## src/rtl/demux8_deframer_pkg.sv

```systemverilog
// rtl/demux8_deframer_pkg.sv - shared constants for the 8-slot serial deframer
package demux8_deframer_pkg;

  localparam logic ST_IDLE  = 1'b0;
  localparam logic ST_SHIFT = 1'b1;

  localparam int LANES = 8;
  localparam int SEL_W = 3;

endpackage

```

## src/rtl/demux8_deframer_demux1x8.sv

```systemverilog
// rtl/demux8_deframer_demux1x8.sv - gate-level 1:8 demux, inverse of the 8:1 mux minterm decode

module not_gate (
  input  logic a,
  output logic y
);
  assign y = ~a;
endmodule

module and_gate #(
  parameter int N = 2
) (
  input  logic [N-1:0] a,
  output logic         y
);
  assign y = &a;
endmodule

module demux1x8
  import demux8_deframer_pkg::*;
(
  input  logic             d,
  input  logic             en,
  input  logic [SEL_W-1:0] s,
  output logic [LANES-1:0] y
);

  logic [SEL_W-1:0] sn;

  // inverted select literals, shared by all eight minterms
  for (genvar i = 0; i < SEL_W; i++) begin : g_inv
    not_gate u_not (.a(s[i]), .y(sn[i]));
  end

  // output k is d & en & (s == k), one AND per minterm
  for (genvar k = 0; k < LANES; k++) begin : g_term
    logic [SEL_W-1:0] lit;
    for (genvar i = 0; i < SEL_W; i++) begin : g_lit
      assign lit[i] = (((k >> i) & 1) != 0) ? s[i] : sn[i];
    end
    and_gate #(.N(SEL_W + 2)) u_and (.a({d, en, lit}), .y(y[k]));
  end

endmodule

```

## src/rtl/demux8_deframer.sv

```systemverilog
// rtl/demux8_deframer.sv - serial-to-parallel 8-slot deframer with gap timeout and resync detection
module demux8_deframer
  import demux8_deframer_pkg::*;
#(
  parameter int TIMEOUT = 16
) (
  input  logic             clk,
  input  logic             rst,
  input  logic             din,
  input  logic             din_valid,
  input  logic             frame_start,
  output logic [LANES-1:0] dout,
  output logic             dout_valid,
  output logic [SEL_W-1:0] sel,
  output logic             busy,
  output logic             frame_err
);

  // gap counter value on the cycle whose idle edge completes the timeout
  localparam logic [7:0] GAP_LAST = 8'(TIMEOUT - 1);

  logic             state, state_nxt;
  logic [LANES-2:0] lane;
  logic [7:0]       gap_cnt;
  logic             accept, resync, gap_hit, complete;
  logic [SEL_W-1:0] wsel;
  logic [LANES-1:0] lane_en;
  logic             dout_valid_nxt, frame_err_nxt;

  // a frame_start always writes slot 0; otherwise the running slot index is used
  assign accept = din_valid && (state == ST_SHIFT || frame_start);
  assign wsel   = frame_start ? '0 : sel;
  assign resync = din_valid && frame_start && (state == ST_SHIFT);
  assign gap_hit = (state == ST_SHIFT) && !din_valid && (gap_cnt == GAP_LAST);

  demux1x8 u_dec (
    .d  (1'b1),
    .en (accept),
    .s  (wsel),
    .y  (lane_en)
  );

  // slot 7 is never stored in a lane: its enable marks word completion
  assign complete = lane_en[LANES-1];
  assign busy     = state;

  // state register
  always_ff @(posedge clk) begin
    if (rst) state <= ST_IDLE;
    else     state <= state_nxt;
  end

  // next state: enter SHIFT on a marked bit, leave on completion or gap timeout
  always_comb begin
    state_nxt = state;
    case (state)
      ST_IDLE:  if (accept) state_nxt = ST_SHIFT;
      ST_SHIFT: if (complete || gap_hit) state_nxt = ST_IDLE;
      default:  state_nxt = ST_IDLE;
    endcase
  end

  // next values of the registered pulse outputs
  always_comb begin
    dout_valid_nxt = complete;
    frame_err_nxt  = resync || gap_hit;
  end

  // lanes, output word, slot index and gap counter
  always_ff @(posedge clk) begin
    if (rst) begin
      lane       <= '0;
      dout       <= '0;
      dout_valid <= 1'b0;
      frame_err  <= 1'b0;
      sel        <= '0;
      gap_cnt    <= '0;
    end else begin
      dout_valid <= dout_valid_nxt;
      frame_err  <= frame_err_nxt;
      for (int k = 0; k < LANES - 1; k++) begin
        if (lane_en[k]) lane[k] <= din;
      end
      if (complete) begin
        dout <= {din, lane};
        sel  <= '0;
      end else if (accept) begin
        sel <= wsel + SEL_W'(1);
      end else if (gap_hit) begin
        sel <= '0;
      end
      if (state == ST_SHIFT && !din_valid) gap_cnt <= gap_hit ? 8'd0 : gap_cnt + 8'd1;
      else                                 gap_cnt <= 8'd0;
    end
  end

endmodule

```

## config.mk

```make
export PLATFORM = sky130hd
export DESIGN_NAME = demux8_deframer
export DESIGN_NICKNAME = d
export VERILOG_FILES = /design/src/rtl/demux8_deframer_pkg.sv /design/src/rtl/demux8_deframer_demux1x8.sv /design/src/rtl/demux8_deframer.sv
export SDC_FILE = /design/constraint.sdc
export NUM_CORES = 1
export LEC_CHECK = 0
export BUFFER_PORTS_ARGS = -buffer_cell sky130_fd_sc_hd__clkbuf_2
export CAP_MARGIN = 10
export CORE_UTILIZATION = 30
export DETAILED_ROUTE_END_ITERATION = 10
export GPL_TIMING_DRIVEN = 1
export PLACE_DENSITY = 0.43
export REMOVE_ABC_BUFFERS = 1
export SLEW_MARGIN = 40
export SYNTH_ARGS = -nofsm -noshare
export SYNTH_HDL_FRONTEND = slang
export SYNTH_HIERARCHICAL = 1
export SYNTH_SLANG_ARGS = --single-unit
```

## constraint.sdc

```tcl
create_clock -name clk -period 5.1 [get_ports clk]
set_clock_uncertainty 0.15 [all_clocks]
set_input_delay 0.765 -clock clk [delete_from_list [all_inputs] [get_ports clk]]
set_output_delay 0.765 -clock clk [all_outputs]
set_load 0.02 [all_outputs]
```

; ---- Yosys cells after proc, flatten, opt, wreduce, memory -nomap -nowiden
; Index checks and enable logic that the tools add are counted.
[op_classes]
reduce_logical = 20
n_mux = 6
bitwise = 5
order_cmp = 0
n_mul = 0
div_mod_pow = 0
shifts = 0
n_eq_ne = 1
n_addsub = 2
[op_table]
columns = op, n
row1 = $reduce_and 4->1, 8
row2 = $mux 3, 3
row3 = $add 8x1->8 const B, 1
row4 = $eq 8x4->1 const B, 1
row5 = $logic_and 1x1->1, 5
row6 = $not 1->1, 5
row7 = $add 3x1->3 const B, 1
row8 = $logic_or 1x1->1, 3
row9 = $reduce_or 3->1, 1
row10 = $mux 1, 2
row11 = $pmux 1 s2, 1
row12 = $reduce_bool 2->1, 1
row13 = $reduce_or 2->1, 1
row14 = $logic_not 1->1, 1
[totals]
mem_bits_rw = 0
mem_count = 0
reg_bits = 29
romBits = 0
wordCells = 47
latchBits = 0
in_bits = 5
output_inout_bits = 14

; ---- Logic depth before layout (Yosys ltp)
[logic_depth]
ltp_word = 6
ltp_mapped = 7
mapped_depth_nobuf = 7

; ---- By module
; The synthesis kept the hierarchy.
[by_module_without_submodules]
columns = mod, cells_per_inst, area_each_um2, seq_area_each_um2, instances
row1 = demux8_deframer, 122, 1167.4, 580.6, 1
row2 = and_gate, 3, 12.5, 0.0, 8
row3 = not_gate, 1, 3.8, 0.0, 3

; ---- Least setup slack after synthesis
; OpenSTA, ideal clock, no wires.
[synth_timing]
kind = input port to flip-flop
from = input frame_start
to = register sel[0]
arrival_ns = 2.028
required_time_ns = 4.876
cell_stages = 6
slack_ns = 2.847
setup_ns = 0.074
path_cell_list = o21ai_0 > inv_1 > nand2_1 > nor2_1 > or4_1 > o21ai_0
[synth_via]
elab_chain_len = 4
elab_cells_between_ends = 8
classes_between = add/sub: 1 / mux: 2 / reduce/logical: 5
[synth_rtl]
columns = element, line_no
row1 = from (decl), demux8_deframer.sv:11  ; input logic frame_start,
row2 = $logic_or 1x1->1, demux8_deframer.sv:31  ; assign accept = din_valid && (state == ST_SHIFT || frame_start);
row3 = $logic_and 1x1->1, demux8_deframer.sv:31
row4 = via accept, demux8_deframer.sv:25  ; logic accept, resync, gap_hit, complete;
row5 = $reduce_and 4->1, demux8_deframer_demux1x8.sv:16  ; assign y = &a;
row6 = via lane_en[7], demux8_deframer.sv:27  ; logic [LANES-1:0] lane_en;
row7 = $reduce_or 2->1 (no line), -
row8 = to (signal assigned), demux8_deframer.sv:88  ; sel <= wsel + SEL_W'(1);
row9 = to (decl), demux8_deframer.sv:14  ; output logic [SEL_W-1:0] sel,
; The timed path passes the listed nets, and every way through them passes these cells.
; A chain may end at the register's enable or synchronous reset.

; ---- Worst setup path after layout
[layout_timing]
from = input frame_start
to = register sel[1]
; The elaborated chain is that of the path after synthesis.

==> key figures <==
Power
  • Peak ir drop on the vdd network: 0.000180 V
  • Pwr per Cell Area: 319 nW/um^2
  • Static Leak: 0.590 nW

Critical path
  • Required arrival time at the worst endpoint: 5.08 ns
  • Largest stage delay, worst path: 0.57 ns
  • Setup CP Type: input port to flip-flop
  • Ordered list of cells on the worst path: clkbuf_2, o21ai_0, inv_1, nand2_1, nor2_2, nor2_1, nand3_1, o22ai_1
  • CP max FO: 12
  • Bufs and invs on worst path: 2
  • Element type at the critical path end: flip-flop
  • Highest-delay cell along the critical path: sky130_fd_sc_hd__nor2_2
  • Worst path arrival time: 2.50 ns
  • Kind of start point of the critical path: input port
  • Largest delay contributor family on the critical path: simple AND/OR/NAND/NOR gates

Synth
  • Post-synthesis average cell area: 8.58 sq um
  • Number of distinct standard cells referenced by the synthesized netlist: 31
  • Leading cell type by number of instances after synthesis: sky130_fd_sc_hd__dfxtp_1
  • Synth top cells by count: sky130_fd_sc_hd__dfxtp_1 (29), sky130_fd_sc_hd__nor2_1 (28), sky130_fd_sc_hd__mux2i_1 (15), sky130_fd_sc_hd__nand2_1 (15), sky130_fd_sc_hd__nand3_1 (13)
  • Cell area after synthesis: 1280 sq um
  • Count of flip-flops with a built-in enable after synthesis: 0
  • Sequential cell area fraction in the yosys report: 0.454
  • Largest cells by area after synthesis: sky130_fd_sc_hd__dfxtp_1 (45%), sky130_fd_sc_hd__mux2i_1 (12%), sky130_fd_sc_hd__nor2_1 (8.2%), sky130_fd_sc_hd__nand3_1 (5.1%), sky130_fd_sc_hd__nand2_1 (4.4%)
  • Share of the synthesized area in the top cell type: 0.454
  • Instance count of the mapped netlist: 149
  • Synth Warn #: 6
  • Area leader, netlist: sky130_fd_sc_hd__dfxtp_1
  • Post-synth ARST share: 0
  • Flip-flop cell with the highest count after synthesis: sky130_fd_sc_hd__dfxtp_1
  • Seq cells post-synth: 29

Place
  • Worst setup slack after placement: 2.29 ns
  • Post-Place Cells: 220
  • Count of port buffers added during placement: 18
  • GP Congestion: 0.741
  • Total half-perimeter wirelength after legalization and detailed placement: 1.76 mm

Die
  • Number of top-level pins: 19
  • Horizontal die dimension: 67.3 microns
  • Die height: 67.3 microns
  • Initial standard-cell utilization of the core: 0.315
  • Row count: 23
  • Die Footprint: 4530 sq um
  • CORE AREA: 4060 sq um

Outcome
  • Outcome: completed

Clock tree
  • Clock Path Buffers: 2
  • Postcts setup bufs: 0
  • Root Driver: sky130_fd_sc_hd__clkbuf_8
  • Post-cts resize count: 0
  • Clock-pin slew on the worst setup and hold paths: 0.06 ns
  • CTS sink cnt: 29
  • Number of CTS-inserted buffers: 5
  • CTS H-Tree Depth: 2
  • CTS Hold Buffers Added: 0
  • TritonCTS clock tree: done
  • Skew-Pair Late Insertion Delay: 0.28 ns

Flow run
  • Max-cap violations: 0

STA
  • Hold Violations, Final: 0
  • Post-route worst hold slack: 0.300 ns
  • Final count of negative-setup-slack endpoints: 0
  • Number of max-slew violations in the final report: 0
  • Clock period minus worst slack: 2.52 ns
  • Worst relative slew slack: 0.535
  • Slew at the pin closest to its max-slew limit: 0.696 ns
  • Setup TNS after final layout: 0 ns
  • Post-route worst setup slack: 2.58 ns
  • Final period util: 0.495
  • Unrepaired setup endpoints after global routing: false
  • Fmax achieved: 0.396 GHz

Drt
  • Detailed-route wire length: 2.47 mm
  • Count of TritonRoute iterations in the first routing pass: 4
  • Via-per-instance ratio: 4.51
  • Total via count after detailed routing: 1028
  • Antenna Nets Post-Route: 0
  • Drt drc: 0
  • Drt first-iter violations: 22
  • Routed len/inst: 10.8 microns

Finish
  • Fraction of layout instances using a drive strength above 1: 0.163
  • Number of antenna repair diodes: 0
  • Synthesis-to-layout area growth: 22.0%
  • Final standard cell utilization of the core: 0.385
  • Number of fillers in the final layout: 416
  • Final instance count without filler cells: 228
  • Count of nets after finishing: 184

Global routing
  • Number of global-route vias before repair: 919
  • Combined global-route utilization of all metal layers: 0.124
  • Global-route wire length before repair: 4.08 mm
  • Total congestion overflow after global routing: 0
  • Pin count of the biggest net entering global routing: 21
  • Initial antenna violation count: 0

Min path
  • Worst Hold Class: flip-flop to flip-flop
-- worst register-to-register path, cell delays in order (launching register included) --
cell	delay, ns
sky130_fd_sc_hd__dfxtp_1	0.48
sky130_fd_sc_hd__o21ai_0	0.26
sky130_fd_sc_hd__inv_1	0.25
sky130_fd_sc_hd__nand2_1	0.09
sky130_fd_sc_hd__nor2_2	0.57
sky130_fd_sc_hd__nor2_1	0.23
sky130_fd_sc_hd__nand3_1	0.14
sky130_fd_sc_hd__o22ai_1	0.08
-- metal layers --
layer  vias to the layer above  routed length (microns)  track usage  part of all wire
met1                       451                     1310        0.161              0.53
met3                         4                      102       0.0405             0.041
met5                         -                        0            0                 0
met2                        18                     1020        0.178              0.41
met4                         0                       36       0.0718             0.015
li1                        555                        -            -                 -
-- cell type report --
type	instances	area, sq um	area share
sequential	29	581	0.372
inverter	6	22.5	0.0144
clock inverter	1	30.0	0.0192
multi-input combinational	117	688	0.441
clock buffer	7	86.3	0.0553
timing repair buffer	18	90.1	0.0577
tap	50	62.6	0.0401
-- layout by cell type (no fill, tap or decap), types with 2 or more instances in the layout --
cell type                  instances
sky130_fd_sc_hd__dfxtp_1          29
sky130_fd_sc_hd__nor2_1           27
sky130_fd_sc_hd__clkbuf_2         18
sky130_fd_sc_hd__mux2i_1          15
sky130_fd_sc_hd__nand2_1          15
sky130_fd_sc_hd__nand3_1          13
sky130_fd_sc_hd__conb_1            8
sky130_fd_sc_hd__nor2b_1           6
sky130_fd_sc_hd__o21ai_0           6
sky130_fd_sc_hd__inv_1             6
sky130_fd_sc_hd__clkbuf_8          6
sky130_fd_sc_hd__a21oi_1           4
sky130_fd_sc_hd__or3_1             3
sky130_fd_sc_hd__o22ai_1           2
sky130_fd_sc_hd__ha_1              2
-- sequential cells by signal (all words and copies together) (netlist names) --
signal      cells
dout            8
gap_cnt         8
lane            7
sel             3
busy            1
dout_valid      1
frame_err       1
-- cells by family (layout without fill, tap and decap cells) --
kind of cell / after synthesis / count (layout) / share of synthesized area
AOI/OAI and AO/OA: 16 / 16 / 0.0783
xor gates and xnor gates: 2 / 2 / 0.0137
adders and majority gates: 2 / 2 / 0.0196
buffers and inverters: 10 / 32 / 0.0303
DFF: 29 / 29 / 0.454
muxes: 15 / 15 / 0.117
other: 1 / 8 / 0.00293
and+or+nand+nor: 74 / 74 / 0.284
-- final timing paths --
path / slack [ns] / end / cells past startpoint / start
hold / removal: 0.30 / gap_cnt[0]$_SDFF_PP0_ / 1 / gap_cnt[0]$_SDFF_PP0_
hold reg to reg: 0.30 / gap_cnt[0]$_SDFF_PP0_ / 1 / gap_cnt[0]$_SDFF_PP0_
setup / recovery: 2.58 / sel[1]$_SDFFE_PP0P_ / 8 / frame_start
setup reg to reg: 2.71 / sel[1]$_SDFFE_PP0P_ / 7 / busy$_SDFF_PP0_
-- stage by stage --
step | instance area [sq um] | total power (W)
finish | 1560 | 0.000498
floorplan | 1290 | 0.000251
CTS | 1560 | 0.000507
global placement | 1440 | 0.000261
global route | 1560 | 0.000520
detailed placement | 1440 | 0.000261
-- where the power goes --
part | leakage (nW) | switching, W | internal (W)
combinational | 0.298 | 0.0000168 | 0.00000757
clock | 0.0585 | 0.0000825 | 0.000159
sequential | 0.234 | 0.00000267 | 0.000229
total | 0.590 | 0.000102 | 0.000396
Power figures use the tool's default switching activity.
